[src/rtl/gate_op_scheduler.sv]
// gate_op_scheduler: round-robin arbiter sharing one decoder-based AND/OR/NOT gate among NREQ requesters.
// Define GATE_SCHED_XOR_EN to make opcode 11 an XOR instead of an illegal-op error.
module gate_op_scheduler #(
    parameter int NREQ = 4,
    localparam int IDW = $clog2(NREQ)
) (
    input  logic              clk,
    input  logic              rst,
    input  logic [NREQ-1:0]   req,
    input  logic [NREQ-1:0]   a,
    input  logic [NREQ-1:0]   b,
    input  logic [2*NREQ-1:0] op,
    output logic [NREQ-1:0]   gnt,
    output logic              busy,
    output logic              rsp_valid,
    input  logic              rsp_ready,
    output logic [IDW-1:0]    rsp_id,
    output logic              rsp_y,
    output logic              rsp_err,
    output logic [15:0]       done_cnt
);
    typedef enum logic [1:0] {IDLE, EVAL, RESP} state_t;
    localparam logic [IDW:0] NREQ_W = (IDW+1)'(NREQ);

    state_t          state_q, state_d;
    logic [IDW-1:0]  ptr_q, ptr_d, sel_q, sel_d, rsp_id_q, rsp_id_d, pick;
    logic [IDW:0]    idx, nxt;
    logic            a_q, a_d, b_q, b_d, found, y, y11, err11;
    logic [1:0]      op_q, op_d;
    logic [3:0]      d;
    logic [NREQ-1:0] gnt_q, gnt_d;
    logic            busy_q, busy_d, rsp_valid_q, rsp_valid_d;
    logic            rsp_y_q, rsp_y_d, rsp_err_q, rsp_err_d;
    logic [15:0]     done_cnt_q, done_cnt_d;

    always_comb begin
        state_d    = state_q;
        ptr_d      = ptr_q;
        sel_d      = sel_q;
        a_d        = a_q;
        b_d        = b_q;
        op_d       = op_q;
        gnt_d      = '0;
        rsp_id_d   = rsp_id_q;
        rsp_y_d    = rsp_y_q;
        rsp_err_d  = rsp_err_q;
        done_cnt_d = done_cnt_q;
        found      = 1'b0;
        pick       = '0;
        idx        = '0;
        // first set request at or after ptr, wrapping mod NREQ
        for (int k = 0; k < NREQ; k++) begin
            idx = {1'b0, ptr_q} + (IDW+1)'(k);
            if (idx >= NREQ_W) idx = idx - NREQ_W;
            if (!found && req[idx[IDW-1:0]]) begin
                found = 1'b1;
                pick  = idx[IDW-1:0];
            end
        end
        nxt = {1'b0, sel_q} + (IDW+1)'(1);
        d   = {a_q & b_q, a_q & ~b_q, ~a_q & b_q, ~a_q & ~b_q};
`ifdef GATE_SCHED_XOR_EN
        y11   = d[1] | d[2];
        err11 = 1'b0;
`else
        y11   = 1'b0;
        err11 = 1'b1;
`endif
        y = op_q == 2'b00 ? d[3] :
            op_q == 2'b01 ? |d[3:1] :
            op_q == 2'b10 ? d[0] | d[1] : y11;
        unique case (state_q)
            IDLE: if (found) begin
                sel_d       = pick;
                a_d         = a[pick];
                b_d         = b[pick];
                op_d        = op[2*pick +: 2];
                gnt_d[pick] = 1'b1;
                state_d     = EVAL;
            end
            EVAL: begin
                rsp_y_d   = y;
                rsp_id_d  = sel_q;
                rsp_err_d = (op_q == 2'b11) & err11;
                ptr_d     = nxt == NREQ_W ? '0 : nxt[IDW-1:0];
                state_d   = RESP;
            end
            RESP: if (rsp_ready) begin
                done_cnt_d = done_cnt_q + 16'd1;
                state_d    = IDLE;
            end
            default: state_d = IDLE;
        endcase
        busy_d      = state_d != IDLE;
        rsp_valid_d = state_d == RESP;
    end

    always_ff @(posedge clk or posedge rst) begin
        if (rst) begin
            state_q     <= IDLE;
            ptr_q       <= '0;
            sel_q       <= '0;
            a_q         <= 1'b0;
            b_q         <= 1'b0;
            op_q        <= 2'b00;
            gnt_q       <= '0;
            busy_q      <= 1'b0;
            rsp_valid_q <= 1'b0;
            rsp_id_q    <= '0;
            rsp_y_q     <= 1'b0;
            rsp_err_q   <= 1'b0;
            done_cnt_q  <= '0;
        end else begin
            state_q     <= state_d;
            ptr_q       <= ptr_d;
            sel_q       <= sel_d;
            a_q         <= a_d;
            b_q         <= b_d;
            op_q        <= op_d;
            gnt_q       <= gnt_d;
            busy_q      <= busy_d;
            rsp_valid_q <= rsp_valid_d;
            rsp_id_q    <= rsp_id_d;
            rsp_y_q     <= rsp_y_d;
            rsp_err_q   <= rsp_err_d;
            done_cnt_q  <= done_cnt_d;
        end
    end

    assign gnt       = gnt_q;
    assign busy      = busy_q;
    assign rsp_valid = rsp_valid_q;
    assign rsp_id    = rsp_id_q;
    assign rsp_y     = rsp_y_q;
    assign rsp_err   = rsp_err_q;
    assign done_cnt  = done_cnt_q;
endmodule
[config.mk]
export PLATFORM = sky130hd
export DESIGN_NAME = gate_op_scheduler
export DESIGN_NICKNAME = d
export VERILOG_FILES = /design/src/rtl/gate_op_scheduler.sv
export SDC_FILE = /design/constraint.sdc
export NUM_CORES = 1
export LEC_CHECK = 0
export CELL_PAD_IN_SITES_DETAIL_PLACEMENT = 0
export CELL_PAD_IN_SITES_GLOBAL_PLACEMENT = 1
export CORE_ASPECT_RATIO = 0.8
export CORE_MARGIN = 2
export CORE_UTILIZATION = 32
export DETAILED_ROUTE_END_ITERATION = 16
export HOLD_SLACK_MARGIN = 0.1
export PLACE_DENSITY = 0.76
export SLEW_MARGIN = 20
export SYNTH_ARGS = -nofsm -noshare
export SYNTH_HDL_FRONTEND = slang
export SYNTH_SLANG_ARGS = --single-unit
export TNS_END_PERCENT = 20
[constraint.sdc]
create_clock -name clk -period 1.4 [get_ports clk]
set_input_delay 0.42 -clock clk [delete_from_list [all_inputs] [get_ports clk]]
set_output_delay 0.42 -clock clk [all_outputs]
set_load 0.1 [all_outputs]
# Word-level counts from Yosys, hierarchy flattened
# Index checks and enable logic that the tools add are counted.
dict set report totals {
  register_bits 36
  in_bits 23
  output_inout_bits 26
  word_cells 95
}
dict set report op_classes {
  addsub 9
  magnitude_cmp 10
  n_eq_ne 7
  shift 1
  n_mux 35
  bitwise 7
  n_reduce_logical 13
}
# op n
set ops {}
lappend ops {{2-bit 2-to-1 mux} 11}
lappend ops {{16-bit by 1-bit adder with 16-bit output, second input constant} 1}
lappend ops {{2-bit by 3-bit less-than comparator with 1-bit output, second input constant} 5}
lappend ops {{1-bit 2-to-1 mux} 14}
lappend ops {{1-bit binary-select mux with 2-bit select} 6}
lappend ops {{3-bit >= comparator, second input constant} 3}
lappend ops {{2-bit == test, second input constant} 4}
lappend ops {{4-bit 2-to-1 mux} 2}
lappend ops {{8-bit by 4-bit variable part select with 2-bit output} 1}
lappend ops {{2-bit by 1-bit subtractor with 2-bit output, second input constant} 4}
lappend ops {{2-bit by 1-bit adder with 3-bit output, second input constant} 2}
lappend ops {{2-bit by 2-bit adder with 3-bit output, second input constant} 2}
lappend ops {{2-bit one-hot mux with 3 select lines} 1}
lappend ops {{1-bit AND} 4}
lappend ops {{2-bit by 1-bit == test with 1-bit output, second input constant} 2}
lappend ops {{1-bit logical AND} 4}
lappend ops {{2-bit logical NOT} 2}
lappend ops {{2-bit AND reduction} 2}
lappend ops {{3-bit == test, second input constant} 1}
lappend ops {{2-bit by 3-bit >= comparator with 1-bit output, second input constant} 1}
lappend ops {{1-bit logical NOT} 3}
lappend ops {{3-bit OR reduction} 1}
lappend ops {{1-bit demux with 2-bit select} 1}
lappend ops {{2-bit by 1-bit >= comparator with 1-bit output, second input constant} 1}
lappend ops {{3 further kinds} 4}

# Logic depth before layout (Yosys ltp)
dict set report logic_depth {
  ltp_word 20
  mapped_depth 6
  ltp_nobuf 5
}

# Worst setup path before layout
# Ideal clock, no wire load.
dict set report synth_timing {
  kind {reg2reg}
  start {register done_cnt_q[7], in the netlist done_cnt[7]}
  end {register done_cnt_q[15], in the netlist done_cnt[15]}
  setup_ps 158
  t_arrival_ps 1910
  required_ps 1242
  setup_slack_ps -667
  stages_incl_launch_ff 6
  n_path_buf 0
  synth_period_minus_slack_ps 2067
  cell_sequence {dfrtp_1 and4_1 and3_1 and2_1 nand4_1 xnor2_1}
}
dict set report synth_via {
  elab_chain_cells 1
}
# item line
set synth_lines {}
lappend synth_lines {{from (decl)} 34} ;# logic [15:0] done_cnt_q, done_cnt_d;
lappend synth_lines {{from (signal assigned)} 126} ;# done_cnt_q <= done_cnt_d;
lappend synth_lines {{16-bit by 1-bit adder with 16-bit output} 89} ;# done_cnt_d = done_cnt_q + 16'd1;
# No other way between the ends.
# A chain may end at the register's enable or synchronous reset.

# Final worst setup path
dict set report layout_timing {
  start {input req[0]}
  end {register op_q[0]}
}
dict set report layout_via {
  elab_chain_cells 13
  word_cells_on_any_way 24
  cone_classes {shift: 1; mux: 16; reduce/logical: 7}
}
# item line
set layout_lines {}
lappend layout_lines {{from (decl)} 9} ;# input logic [NREQ-1:0] req,
lappend layout_lines {{1-bit binary-select mux with 2-bit select} 55} ;# if (!found && req[idx[IDW-1:0]]) begin
lappend layout_lines {{1-bit 2-to-1 mux (implied by the code)} 55}
lappend layout_lines {{1-bit 2-to-1 mux} 55}
lappend layout_lines {{1-bit logical NOT} 55}
lappend layout_lines {{1-bit logical AND} 55}
lappend layout_lines {{1-bit 2-to-1 mux} 55}
lappend layout_lines {{1-bit logical NOT} 55}
lappend layout_lines {{1-bit logical AND} 55}
lappend layout_lines {{1-bit 2-to-1 mux} 55}
lappend layout_lines {{1-bit logical NOT} 55}
lappend layout_lines {{1-bit logical AND} 55}
lappend layout_lines {{2-bit 2-to-1 mux or 1-bit 2-to-1 mux (tied branches)} 55}
lappend layout_lines {{8-bit by 4-bit variable part select with 2-bit output or 2-bit AND reduction (tied branches)} --}
lappend layout_lines {{to (signal assigned)} 119} ;# op_q <= op_d;
lappend layout_lines {{to (decl)} 29} ;# logic [1:0] op_q, op_d;
# Several ways; a longest one is shown, not always the timed one. The select of a mux whose other input is x is not followed.

==> out/qor.yml <==
run_status: "finished, violations left"
failed_checks: "setup timing"
die_area_sq_um: 5670
synth_top_area_share_pct: 55.4
crit_chain: "dlygate4sd2_1, a21o_1, a21oi_2, o22a_4, mux2i_1, o221ai_1"
synth_cell_types: 34
grt_pass1_vias: 1325
rr_worst_depth: 5
grt_pass1_wl_um: 6280
synth_edf_count: 0
antenna_found_initial: 0
fp.dieW_um: 83.7
htreeDepth: 2
cts.sinks: 36
cts_buffer_depth: 2
dieHeight_um: 67.7
yosysWarnings: 0
maxSlewHeadroom_pct: 80.5
dr.pass1.iters: 4
setup_tns_ps: -897
min_path_type: "input port to asynchronous set/reset pin"
end_kind: "register"
ys_top_cells_by_area: "dfrtp_1 55%, xnor2_1 6.5%, mux2i_1 4.9%"
synth_top_cells_by_count: "36 x dfrtp_1, 21 x nand2_1, 12 x xnor2_1"
final_nets: 241
placed_area_sq_um: 2620
ys_ff_latch: 36
dp.cells: 265
hold_buffers: 0
cts_tree: "done"
post-route-drc-count: 0
num_rows: 23
p_leak_uw: 0.00124
io_pins: 49
drt_iter0_drc: 56
portBuffers: 48
hold_viol: 0
place_congestion: 0.777
clkLatencyLatePin_ps: 290
drt_wl_total_um: 3800
yosysMostFrequentCell: "dfrtp_1"
synth_seq_area_share_pct: 55.4
wl_per_cell_um: 13.6
drive_gt1_share_pct: 44.2
critPathSlowestCell: "dlygate4sd2_1"
fin_worst_skew_ps: 5.31
max_cap_viol_count: 0
report.final.slew_viol_count: 0
netlist_instances: 141
avgSynthCellArea_sq_um: 11.5
clkTransAtPathRegs_ps: 70
core_area_sq_um: 4950
grt_max_degree: 37
power.density_nw_per_um2: 2150
worst_slack_ps: -117
netlist.top_cell.by_area: "dfrtp_1"
critPathKind: "input port to register"
worst_pin_slew_ps: 293
drtAntennaViolNets: 0
cp.required_ps: 1560
worst_ep_arrival_time_ps: 1670
rsz0062_at_grt: "yes"
overflow: 0
grt.total_usage_pct: 14.4
area_growth_pct: 76.3
hpwl_um: 2670
critPathMaxStageDelay_ps: 300
initial_core_util_pct: 32.8
root_buffer: "clkbuf_8"
syn-num-nets: 166
stdcell_count: 279
setup_violations: 12
vias: 1331
start_kind: "input port"
async_reset_ff_share_pct: 100
final.period_utilization_pct: 108
crit_fanout: 6
n_fill_cell: 420
period_needed_ps: 1520
vias_per_cell: 4.77
fmax_mhz: 659
numCtsBuffers: 5
synth_flop_cell: "dfrtp_1"
n_antenna_cell: 0
syn-cell-area_sq_um: 1630
vdd_ir_drop_max_uv: 1730
final_area_sq_um: 2870
## cell usage in the layout, fill, tap and decap left out, drive strengths merged, types with 2 or more instances in the layout
cell type,count
nand4,4
nor2b,2
mux2,4
xnor2,12
a21oi,4
dlygate4sd2,4
xor2,3
o22a,2
dfrtp,36
clkbuf,7
nand2,21
o221ai,4
ha,2
inv,4
o21ai,5
nand2b,6
buf,48
nor2,7
and3,2
mux2i,8
nand3,5
clkdlybuf4s50,17
## kinds of logic (layout without fill, tap and decap cells)
group | after synthesis | in the layout | synth area share, %
and+or+nand+nor | 50 | 50 | 16.2
DFF | 36 | 36 | 55.4
AOI/OAI and AO/OA | 19 | 20 | 8.70
xor gates and xnor gates | 15 | 15 | 8.08
muxes | 12 | 12 | 7.70
buffers and inverters | 7 | 82 | 2.31
adders and majority gates | 2 | 2 | 1.54
## layout make-up
class	instances	area (sq um)	share of cell area, %
clock buffer	7	96.3	3.36
clock inverter	1	30.0	1.05
inverter	4	17.5	0.611
multi-input combinational	99	773	27.0
sequential	36	938	32.8
tap	62	77.6	2.71
timing repair buffer	70	932	32.5
## layer usage
metal  part of all wire, %  GRT usage [%]
met2                    50           25.1
met5                     0              0
met3                   6.3           5.38
met4                   1.5           4.23
met1                    42           16.8
## critical path: cells and delay by family
| kind | cells | cell delay (ps) |
|---|---|---|
| multiplexers | 1 | 210 |
| buffers and inverters | 1 | 300 |
| AO/OA/AOI/OAI | 4 | 740 |
## power by group
part | internal (uW) | switching (uW) | total, uW
sequential | 1400 | 388 | 1790
clock | 628 | 367 | 995
combinational | 1410 | 1970 | 3380
total | 3430 | 2730 | 6160
## state kept, by name, summed over array words and instances (netlist names)
name / cells
ptr_q: 2
rsp_id: 2
op_q: 2
state_q: 2
gnt: 4
a_q: 1
rsp_err: 1
done_cnt: 16
b_q: 1
rsp_valid: 1
sel_q: 2
busy: 1
rsp_y: 1
## final timing paths
| path | from | slack, ps | endpoint |
|---|---|---|---|
| worst max-delay path | req[0] | -120 | op_q[0]$_DFFE_PP0P_ |
| worst min-delay path | rst | 480 | busy$_DFF_PP0_ |
| worst max register to register | ptr_q[1]$_DFFE_PP0P_ | -70 | op_q[0]$_DFFE_PP0P_ |
| worst min register to register | done_cnt[11]$_DFFE_PP0P_ | 520 | done_cnt[11]$_DFFE_PP0P_ |
| max in group asynchronous | rst | 720 | done_cnt[9]$_DFFE_PP0P_ |
| min in group clk | done_cnt[11]$_DFFE_PP0P_ | 520 | done_cnt[11]$_DFFE_PP0P_ |
## repair_timing
action | CTS | global route
pin swaps | 12 | 4
setup buffers | 4 | 1
gates resized for setup | 21 | 5
gates cloned | 1 | 0
setup endpoints to repair | 32 | 26
## through the flow
stage / hold slack [ps] / power [uW] / worst slack, ps / util (%)
after floorplan: 468 / 3740 / -236 / -
after global placement: 499 / 4940 / -555 / 53.0
after detailed placement: 496 / 5000 / -618 / 53.0
after CTS: 479 / 6160 / -92.9 / 57.3
after global routing: 472 / 6460 / -159 / 57.9
final: 476 / 6160 / -117 / 57.9
(Power assumes the default switching activity.)
